--- src/rtl/mkio_pkg.sv ---
// Shared types and default timing parameters for the MKIO dual-channel bus arbiter.
package mkio_pkg;

  typedef enum logic [2:0] {
    IDLE,
    LOCK_A,
    LOCK_B,
    TX,
    HOLD
  } arb_state_t;

  typedef enum logic [1:0] {
    CH_NONE = 2'b00,
    CH_A    = 2'b01,
    CH_B    = 2'b10
  } ch_sel_t;

  localparam int IDLE_TO_DEF    = 64;
  localparam int HOLD_CYC_DEF   = 10;
  localparam int SUPER_CYC_DEF  = 16;
  localparam int BABBLE_CYC_DEF = 25600;

endpackage

--- src/rtl/mkio_act_det.sv ---
// Per-channel line front end: 2-flop synchronizer, activity detect and optional babble fault.
// Babble detection is compiled in only when MKIO_CH_FAULT_EN is defined.
module mkio_act_det
  import mkio_pkg::*;
#(
  parameter int BABBLE_CYC = BABBLE_CYC_DEF
) (
  input  logic clk32,
  input  logic reset,
  input  logic i_di1,
  input  logic i_di0,
  input  logic i_faultClr,
  output logic o_di1,
  output logic o_di0,
  output logic o_active,
  output logic o_fault
);

  logic [1:0] r_meta;
  logic [1:0] r_sync;

  always_ff @(posedge clk32 or posedge reset) begin
    if (reset) begin
      r_meta <= 2'b00;
      r_sync <= 2'b00;
    end else begin
      r_meta <= {i_di1, i_di0};
      r_sync <= r_meta;
    end
  end

  assign o_di1    = r_sync[1];
  assign o_di0    = r_sync[0];
  assign o_active = |r_sync;

`ifdef MKIO_CH_FAULT_EN
  localparam int BABBLE_W = $clog2(BABBLE_CYC + 1);
  localparam logic [BABBLE_W-1:0] BABBLE_MAX  = BABBLE_W'(BABBLE_CYC);
  localparam logic [BABBLE_W-1:0] BABBLE_LAST = BABBLE_W'(BABBLE_CYC - 1);

  logic [BABBLE_W-1:0] r_babbleCnt;
  logic                r_fault;

  // Clearing the count with the fault lets a still-busy line start a fresh babble window.
  always_ff @(posedge clk32 or posedge reset) begin
    if (reset) begin
      r_babbleCnt <= '0;
      r_fault     <= 1'b0;
    end else if (i_faultClr) begin
      r_babbleCnt <= '0;
      r_fault     <= 1'b0;
    end else begin
      if (!o_active) begin
        r_babbleCnt <= '0;
      end else if (r_babbleCnt != BABBLE_MAX) begin
        r_babbleCnt <= r_babbleCnt + BABBLE_W'(1);
      end
      if (o_active && (r_babbleCnt == BABBLE_LAST)) begin
        r_fault <= 1'b1;
      end
    end
  end

  assign o_fault = r_fault;
`else
  logic w_unused;
  assign w_unused = i_faultClr ^ (BABBLE_CYC > 0);
  assign o_fault  = 1'b0;
`endif

endmodule

--- src/rtl/mkio_bus_arbiter.sv ---
// MKIO A/B bus arbiter: locks the receiver onto one active channel and routes transmit to it.
// Define MKIO_CH_FAULT_EN to enable per-channel babble fault detection.
module mkio_bus_arbiter
  import mkio_pkg::*;
#(
  parameter int IDLE_TO    = IDLE_TO_DEF,
  parameter int HOLD_CYC   = HOLD_CYC_DEF,
  parameter int SUPER_CYC  = SUPER_CYC_DEF,
  parameter int BABBLE_CYC = BABBLE_CYC_DEF
) (
  input  logic       clk32,
  input  logic       reset,
  input  logic       DI1A,
  input  logic       DI0A,
  input  logic       DI1B,
  input  logic       DI0B,
  output logic       DI1,
  output logic       DI0,
  input  logic       DO1,
  input  logic       DO0,
  input  logic       tx_busy,
  output logic       DO1A,
  output logic       DO0A,
  output logic       DO1B,
  output logic       DO0B,
  output logic       TX_INHIBIT_A,
  output logic       TX_INHIBIT_B,
  output logic       RX_STROB_A,
  output logic       RX_STROB_B,
  output logic [1:0] active_ch,
  output logic       abort,
  output logic       ch_fault_a,
  output logic       ch_fault_b,
  input  logic       fault_clr
);

  localparam int IDLE_W  = $clog2(IDLE_TO + 1);
  localparam int HOLD_W  = $clog2(HOLD_CYC + 1);
  localparam int SUPER_W = $clog2(SUPER_CYC + 1);

  localparam logic [IDLE_W-1:0]  IDLE_MAX   = IDLE_W'(IDLE_TO);
  localparam logic [IDLE_W-1:0]  IDLE_LAST  = IDLE_W'(IDLE_TO - 1);
  localparam logic [HOLD_W-1:0]  HOLD_LAST  = HOLD_W'(HOLD_CYC - 1);
  localparam logic [SUPER_W-1:0] SUPER_MAX  = SUPER_W'(SUPER_CYC);
  localparam logic [SUPER_W-1:0] SUPER_LAST = SUPER_W'(SUPER_CYC - 1);

  logic w_di1A, w_di0A, w_actA, w_faultA;
  logic w_di1B, w_di0B, w_actB, w_faultB;

  mkio_act_det #(.BABBLE_CYC(BABBLE_CYC)) u_detA (
    .clk32      (clk32),
    .reset      (reset),
    .i_di1      (DI1A),
    .i_di0      (DI0A),
    .i_faultClr (fault_clr),
    .o_di1      (w_di1A),
    .o_di0      (w_di0A),
    .o_active   (w_actA),
    .o_fault    (w_faultA)
  );

  mkio_act_det #(.BABBLE_CYC(BABBLE_CYC)) u_detB (
    .clk32      (clk32),
    .reset      (reset),
    .i_di1      (DI1B),
    .i_di0      (DI0B),
    .i_faultClr (fault_clr),
    .o_di1      (w_di1B),
    .o_di0      (w_di0B),
    .o_active   (w_actB),
    .o_fault    (w_faultB)
  );

  arb_state_t          r_state, w_stateNext;
  ch_sel_t             r_lockCh, w_lockChNext;
  logic [IDLE_W-1:0]   r_idleCnt, w_idleCntNext;
  logic [SUPER_W-1:0]  r_superCnt, w_superCntNext;
  logic [HOLD_W-1:0]   r_holdCnt, w_holdCntNext;
  logic                r_abort, w_abortNext;

  logic w_lockA, w_ownAct, w_othAct, w_ownFault, w_othEligible;

  // State is asynchronously reset so the transmit enables drop the instant reset rises.
  always_ff @(posedge clk32 or posedge reset) begin
    if (reset) begin
      r_state    <= IDLE;
      r_lockCh   <= CH_NONE;
      r_idleCnt  <= '0;
      r_superCnt <= '0;
      r_holdCnt  <= '0;
      r_abort    <= 1'b0;
    end else begin
      r_state    <= w_stateNext;
      r_lockCh   <= w_lockChNext;
      r_idleCnt  <= w_idleCntNext;
      r_superCnt <= w_superCntNext;
      r_holdCnt  <= w_holdCntNext;
      r_abort    <= w_abortNext;
    end
  end

  always_comb begin
    w_lockA       = (r_lockCh == CH_A);
    w_ownAct      = w_lockA ? w_actA   : w_actB;
    w_othAct      = w_lockA ? w_actB   : w_actA;
    w_ownFault    = w_lockA ? w_faultA : w_faultB;
    w_othEligible = w_othAct && !(w_lockA ? w_faultB : w_faultA);
  end

  // Priority inside a lock: fault drop, then transmit, then supersede, then idle timeout.
  always_comb begin
    w_stateNext    = r_state;
    w_lockChNext   = r_lockCh;
    w_idleCntNext  = '0;
    w_superCntNext = '0;
    w_holdCntNext  = '0;
    w_abortNext    = 1'b0;
    case (r_state)
      IDLE: begin
        if (w_actA && !w_faultA) begin
          w_stateNext  = LOCK_A;
          w_lockChNext = CH_A;
        end else if (w_actB && !w_faultB) begin
          w_stateNext  = LOCK_B;
          w_lockChNext = CH_B;
        end else begin
          w_lockChNext = CH_NONE;
        end
      end
      LOCK_A, LOCK_B: begin
        if (w_ownFault) begin
          w_stateNext  = IDLE;
          w_lockChNext = CH_NONE;
        end else if (tx_busy) begin
          w_stateNext = TX;
        end else if (w_othEligible && (r_superCnt == SUPER_LAST)) begin
          w_stateNext  = w_lockA ? LOCK_B : LOCK_A;
          w_lockChNext = w_lockA ? CH_B : CH_A;
          w_abortNext  = 1'b1;
        end else if (!w_ownAct && (r_idleCnt == IDLE_LAST)) begin
          w_stateNext  = IDLE;
          w_lockChNext = CH_NONE;
        end else begin
          if (!w_ownAct) begin
            w_idleCntNext = (r_idleCnt != IDLE_MAX) ? r_idleCnt + IDLE_W'(1) : r_idleCnt;
          end
          if (w_othEligible) begin
            w_superCntNext = (r_superCnt != SUPER_MAX) ? r_superCnt + SUPER_W'(1) : r_superCnt;
          end
        end
      end
      TX: begin
        if (!tx_busy) begin
          w_stateNext = HOLD;
        end
      end
      HOLD: begin
        if (tx_busy) begin
          w_stateNext = TX;
        end else if (r_holdCnt == HOLD_LAST) begin
          if (w_ownFault) begin
            w_stateNext  = IDLE;
            w_lockChNext = CH_NONE;
          end else begin
            w_stateNext = w_lockA ? LOCK_A : LOCK_B;
          end
        end else begin
          w_holdCntNext = r_holdCnt + HOLD_W'(1);
        end
      end
      default: begin
        w_stateNext  = IDLE;
        w_lockChNext = CH_NONE;
      end
    endcase
  end

  logic w_txPhase, w_txA, w_txB;

  assign w_txPhase = (r_state == TX) || (r_state == HOLD);
  assign w_txA     = w_txPhase && (r_lockCh == CH_A);
  assign w_txB     = w_txPhase && (r_lockCh == CH_B);

  assign DO1A         = w_txA & DO1;
  assign DO0A         = w_txA & DO0;
  assign DO1B         = w_txB & DO1;
  assign DO0B         = w_txB & DO0;
  assign TX_INHIBIT_A = !w_txA;
  assign TX_INHIBIT_B = !w_txB;
  assign RX_STROB_A   = !w_txA;
  assign RX_STROB_B   = !w_txB;

  assign DI1 = (r_lockCh == CH_A) ? w_di1A : ((r_lockCh == CH_B) ? w_di1B : 1'b0);
  assign DI0 = (r_lockCh == CH_A) ? w_di0A : ((r_lockCh == CH_B) ? w_di0B : 1'b0);

  assign active_ch  = r_lockCh;
  assign abort      = r_abort;
  assign ch_fault_a = w_faultA;
  assign ch_fault_b = w_faultB;

endmodule

--- config.mk ---
export PLATFORM = sky130hd
export DESIGN_NAME = mkio_bus_arbiter
export DESIGN_NICKNAME = d
export VERILOG_FILES = /design/src/rtl/mkio_pkg.sv /design/src/rtl/mkio_act_det.sv /design/src/rtl/mkio_bus_arbiter.sv
export SDC_FILE = /design/constraint.sdc
export NUM_CORES = 1
export LEC_CHECK = 0
export ABC_AREA = 1
export CAP_MARGIN = 0
export CORE_MARGIN = 3
export CORE_UTILIZATION = 50
export DETAILED_ROUTE_END_ITERATION = 10
export PLACE_DENSITY = 0.84
export SETUP_SLACK_MARGIN = 0.3
export SYNTH_ARGS = -nofsm -noshare
export SYNTH_HDL_FRONTEND = slang
export SYNTH_SLANG_ARGS = --single-unit
export TNS_END_PERCENT = 30
--- constraint.sdc ---
create_clock -name clk32 -period 4.85 [get_ports clk32]
set_clock_uncertainty 0.1 [all_clocks]
set_input_delay 0.97 -clock clk32 [delete_from_list [all_inputs] [get_ports clk32]]
set_output_delay 0.97 -clock clk32 [all_outputs]
set_load 0.005 [all_outputs]
==> qor.csv <==
metric;value;unit
Final period util;65.2;%
CTS tree;yes;
kind of critical path;primary input to primary output;
first-pass GRT wire length;5110;µm
hold crit path type;flop to flop;
Total Routing Usage GR;16.4;%
area growth from synthesis to layout;19.9;%
number of synthesized register bits;30;
clk buf depth;2;
Num CTS Buffers;5;
core area;3100;µm²
Post-CTS Setup Repair Bufs;0;
final hold vios;0;
startpoint types;primary input;
Detailed Routing Iterations Pass 1;4;
PD cells;433;nW/µm²
minimum clock period;3.16;ns
Initial Util;53.2;%
io pins;25;
post-synth cell types;26;
sw frac;38.8;%
main area contributors after synthesis;dfrtp_1, nand2_1, nor2_1;
largest net degree at the start of global routing;31;
Avg Cell Area, Syn;8.09;µm²
reg2reg start;r_superCnt[0];
Syn Std Cell Area;1650;µm²
Die Span Y;63.5;µm
total negative slack;0;ns
routed via count;1328;
site row count;20;
commonest non-fill, non-tap cells in the layout;nand2_1, nor2_1, dfrtp_1;
final setup violation count;0;
Routed WL;2870;µm
leak pwr;0.938;nW
Post-Syn Instances;204;
Synth area leader;dfrtp_1;
clk_lat worst skew;0.33;ns
share of cells above drive strength 1;13.0;%
fin. max-slew vios;0;
CP endpoint kind;primary output;
Die Wd;63.5;µm
antenna fix cells;0;
Sw Pwr;332;µW
Internal;525;µW
RSZ-0062 raised after global routing;no;
Resize count post-CTS;0;
status;finished, final reports clean;
Yosys top cell area share;45.5;%
post-cts hold buffer count;0;
Die ar.;4030;µm²
r2r worst-path depth;9;
worst hold path startpoint;u_detA.r_meta[1];
hold path cells;0;
DRC errors left;0;
r2r setup slk;3.14;ns
GPL Wtd Cong;0.901;
Overall Power;857;µW
hpwl dp;2250;µm
Final ANT Viol Nets;0;
IR drop worst, VDD;0.000190;V
Max Cap Viol;0;
Logic pwr share;39.8;%
H-tree Lvls;2;
number of global-route vias before repair;1248;
clk slew on worst S/H paths;0.09;ns
GRT overflow;0;
Sink Count;30;
yosys synthesis warning count;0;
FMAX;316;MHz
vias per std cell;4.83;
Reg power frac;36.8;%
Clock power frac;23.3;%
sequential area share after synthesis;45.5;%
fin nets;247;
crit path DAT;2.09;ns
reg-to-reg endpoint;r_idleCnt[1];
WHS Endpoint;u_detA.r_sync[1];
CTS Root Cell;clkbuf_4;
Required @ worst endpoint;3.78;ns
post-DR wirelength/cell;10.5;µm
worst-path maximum fanout;2;
Initial DRC Count;36;
PortBufs;21;
initial antenna violation count;0;
most common cell after layout, fill and taps aside;nand2_1;
how the worst max path moves through the flow:
stage,start,to,slack [ns],cells past startpoint
6_report,DO0,DO0B,1.69,4
5_1_grt,r_state[0],DO0B,1.59,8
4_1_cts,DO0,DO0B,1.67,4
3_5_place_dp,DO0,DO0B,1.67,4
3_3_place_gp,DO1,DO1B,1.72,4
2_1_floorplan,DO0,DO0A,2.67,2
routing by layer:
metal	wire length (µm)	track usage (%)	vias to the layer above	part of all wire, %
met5	0	0	-	0
met4	72	8.89	0	2.5
met3	152	5.35	6	5.3
met2	1370	26.9	29	48
met1	1280	18.7	610	44
li1	-	-	683	-
layout make-up:
cell class | instances | area [µm²]
flip-flops and latches | 30 | 751
multi-input cells | 139 | 753
well taps | 44 | 55.1
clock inverters | 3 | 45.0
repair buffers | 22 | 218
inverters | 32 | 120
fillers | 287 | 1120
clock buffers | 5 | 37.5
kinds of logic (layout without fill, tap and decap cells):
logic type	after synthesis	count (layout)	share of synthesized area (%)
other	1	2	0.227
adders and majority gates	7	7	5.31
DFF	30	30	45.5
xor gates and xnor gates	7	7	3.72
AOI/OAI and AO/OA	11	11	3.72
buffers and inverters	36	62	9.10
and+or+nand+nor	112	112	32.4
registers in the layout, summed over array words and instances, names as in the netlist:
| register | flops |
|---|---|
| abort | 1 |
| r_idleCnt | 7 |
| u_detA.r_sync | 2 |
| r_state | 3 |
| u_detB.r_sync | 2 |
| active_ch | 2 |
| r_superCnt | 5 |
| r_holdCnt | 4 |
| u_detA.r_meta | 2 |
| u_detB.r_meta | 2 |
cell usage after synthesis, drive strengths merged:
master / instances
nand2: 47
nor2: 37
inv: 32
dfrtp: 30
nand3: 18
ha: 7
a21oi: 5
buf: 4
nand4: 4
o21ai: 4
xor2: 4
nor3: 3
xnor2: 3
o22ai: 2
conb: 1
nand3b: 1
nor4: 1
or2: 1
power by group through the flow:
stage	registers [mW]	clock network (mW)	logic [mW]
after floorplan	0.316	0	0.250
after detailed placement	0.320	0	0.343
after global routing	0.322	0.221	0.393
after global placement	0.320	0	0.334
final	0.316	0.200	0.341
after CTS	0.315	0.208	0.343
through the flow:
stage                     hold WS (ns)  setup WS [ns]  util (%)  cell area [µm²]  instances
final                            0.255           1.69      63.8             1980        275
after CTS                        0.258           1.67      63.8             1980        275
after global routing             0.279           1.59      63.8             1980        275
after floorplan                  0.231           2.67         -             1650        205
after detailed placement         0.235           1.67      61.1             1900        267
after global placement           0.232           1.72      61.1             1900        267
critical path: stages:
cell and delay, ns:
clkdlybuf4s50_1 0.45, inv_1 0.05, nor2_1 0.10, clkdlybuf4s50_1 0.52
Power figures use the tool's default switching activity.
==> edit (config.mk and constraints unchanged) <==
Put a register stage on the output `DO1B`, cleared by the reset. The value now appears one clock later. The other outputs are not delayed to match.
--- a/src/rtl/mkio_bus_arbiter.sv
+++ b/src/rtl/mkio_bus_arbiter.sv
@@ -183,7 +183,13 @@
 
   assign DO1A         = w_txA & DO1;
   assign DO0A         = w_txA & DO0;
-  assign DO1B         = w_txB & DO1;
+  always_ff @(posedge clk32 or posedge reset) begin
+    if (reset) begin
+      DO1B <= '0;
+    end else begin
+      DO1B <= w_txB & DO1;
+    end
+  end
   assign DO0B         = w_txB & DO0;
   assign TX_INHIBIT_A = !w_txA;
   assign TX_INHIBIT_B = !w_txB;
Behaviour: not the same (Yosys sat finds a counterexample within 10 cycles, from zero or initial values and one cycle with reset high).
==> edit against the unedited design <==
- sequential cell count rose by 1
- wire length rose by 4.1%
- synthesized cell count up 6.4%
- design area increased by 3.7%
- sequential power grew 2%
- setup slack lost 0.010 ns
- power fell by 0.77%
- area after synthesis grew 5.2%
- critical path type unchanged
- highest routed layer unchanged
==> edit: results (changes against the unedited design) <==
I/O Buffers=21 (unchanged); Slowest-stage cell, CP=clkdlybuf4s50_1 (unchanged); initial antenna violation count=0 (unchanged); 1st-pass router iterations=4 (unchanged); crit path DAT=2.10 ns; Crit Path Max Fanout=2 (unchanged); clk_lat worst skew=0.33 ns (about the same); RD Place Congestion=0.863 (was 0.901); register area share after synthesis=0.447 (was 0.455); yosys warns=0 (unchanged); fin area=0.00205 mm^2 (was 0.00198 mm^2); share of flip-flops with an asynchronous set or reset=1.00 (unchanged); Iter 0 DRT Violations=68 (was 36); DP HPWL=2330 um (was 2250 um); Via density=4.66 (was 4.83); Netlist cell types=26 (unchanged); number of global-route vias before repair=1211 (was 1248); commonest cells in the netlist=nand2_1, nor2_1, dfrtp_1, inv_1, nand3_1 (unchanged); CTS Hold Bufs=0 (unchanged); CTS resizes=0 (unchanged); H-tree levels=2 (unchanged); Num CTS Buffers=5 (unchanged); Leak=0.00103 uW (was 0.000938 uW); CP max stage delay=0.52 ns (about the same); largest cells by area after synthesis=dfrtp_1, nand2_1, nor2_1, inv_1, ha_1 (unchanged); Longest Clk Path Bufs=2 (unchanged); largest net degree at the start of global routing=32 (was 31); CTS root buf=clkbuf_4 (unchanged); setup fix buffers added after clock tree synthesis=0 (unchanged); fraction of layout instances using a drive strength above 1=0.119 (was 0.130); CTS clk-pin slew, worst paths=0.10 ns; placed inst area=0.00198 mm^2 (was 0.00190 mm^2); Post-Route WL=2990 um (was 2870 um); Ant. Diodes=0 (unchanged); Min-Delay Path Class=reg -> reg (unchanged); GRT Total Usage=0.160 (was 0.164); global-route wire length before repair=5060 um (was 5110 um); maximum VDD drop=0.307 mV (was 0.190 mV); FILL cells=276 (was 287); reg2reg setup slack=3.07 ns (was 3.14 ns); Net Sw Frac=0.394 (was 0.388); Nets=260 (was 247); biggest regs=r_idleCnt: 7 flops, r_superCnt: 5 flops, r_holdCnt: 4 flops (unchanged); outcome=finished, final reports clean (unchanged); final hold slack=0.237 ns (was 0.255 ns)
edit: path summary, 6_finish.rpt:
path | from | to | cells after the start
max | DO0 | DO0B | 4
min | u_detB.r_meta[0]$_DFF_PP0_ | u_detB.r_sync[0]$_DFF_PP0_ | 0
max reg2reg | r_superCnt[1]$_DFFE_PP0P_ | active_ch[0]$_DFFE_PP0P_ | 11
min reg2reg | u_detB.r_meta[0]$_DFF_PP0_ | u_detB.r_sync[0]$_DFF_PP0_ | 0
max in group asynchronous | reset | u_detA.r_meta[0]$_DFF_PP0_ | 3
min in group asynchronous | reset | r_state[0]$_DFFE_PP0P_ | 3
edit: critical path: cells and delay by family:
kind	cells	cell delay (ns)
buffers and inverters	3	1.02
AND/OR/NAND/NOR	1	0.12
edit: layer usage:
layer  up-vias  share of wire  global-route usage
met2        33           0.46               0.255
li1        714              -                   -
met1       590           0.46               0.195
met5         -              0                   0
met3         6          0.062              0.0607
met4         0          0.019              0.0633
edit: kinds of logic after synthesis:
logic type / Yosys count / synth area share
XOR/XNOR: 7 / 0.0353
AO/OA/AOI/OAI: 7 / 0.0238
flip-flops: 31 / 0.447
AND/OR/NAND/NOR: 126 / 0.351
other: 1 / 0.00216
buffers and inverters: 38 / 0.0908
adder cells (fa/ha/maj): 7 / 0.0504
edit: cell type report:
cell class	count	share of cell area
inverters	34	0.0622
clock buffers	8	0.0335
repair buffers	22	0.106
flip-flops and latches	31	0.378
multi-input cells	149	0.393
well taps	44	0.0268
edit: power by group through the flow:
| stage | sequential [uW] | combinational, uW | clock, uW |
|---|---|---|---|
| 2_1_floorplan | 324 | 263 | 0 |
| 3_3_place_gp | 328 | 352 | 0 |
| 3_5_place_dp | 329 | 361 | 0 |
| 4_1_cts | 324 | 362 | 175 |
| 5_1_grt | 329 | 408 | 187 |
| 6_report | 323 | 358 | 169 |
edit: per-stage QoR:
step	std cells	worst slack [ns]	total power, uW
after floorplan	218	2.67	587
after global placement	280	1.72	680
after global routing	288	1.49	924
after CTS	288	1.67	860
after detailed placement	280	1.67	690
final	288	1.68	850
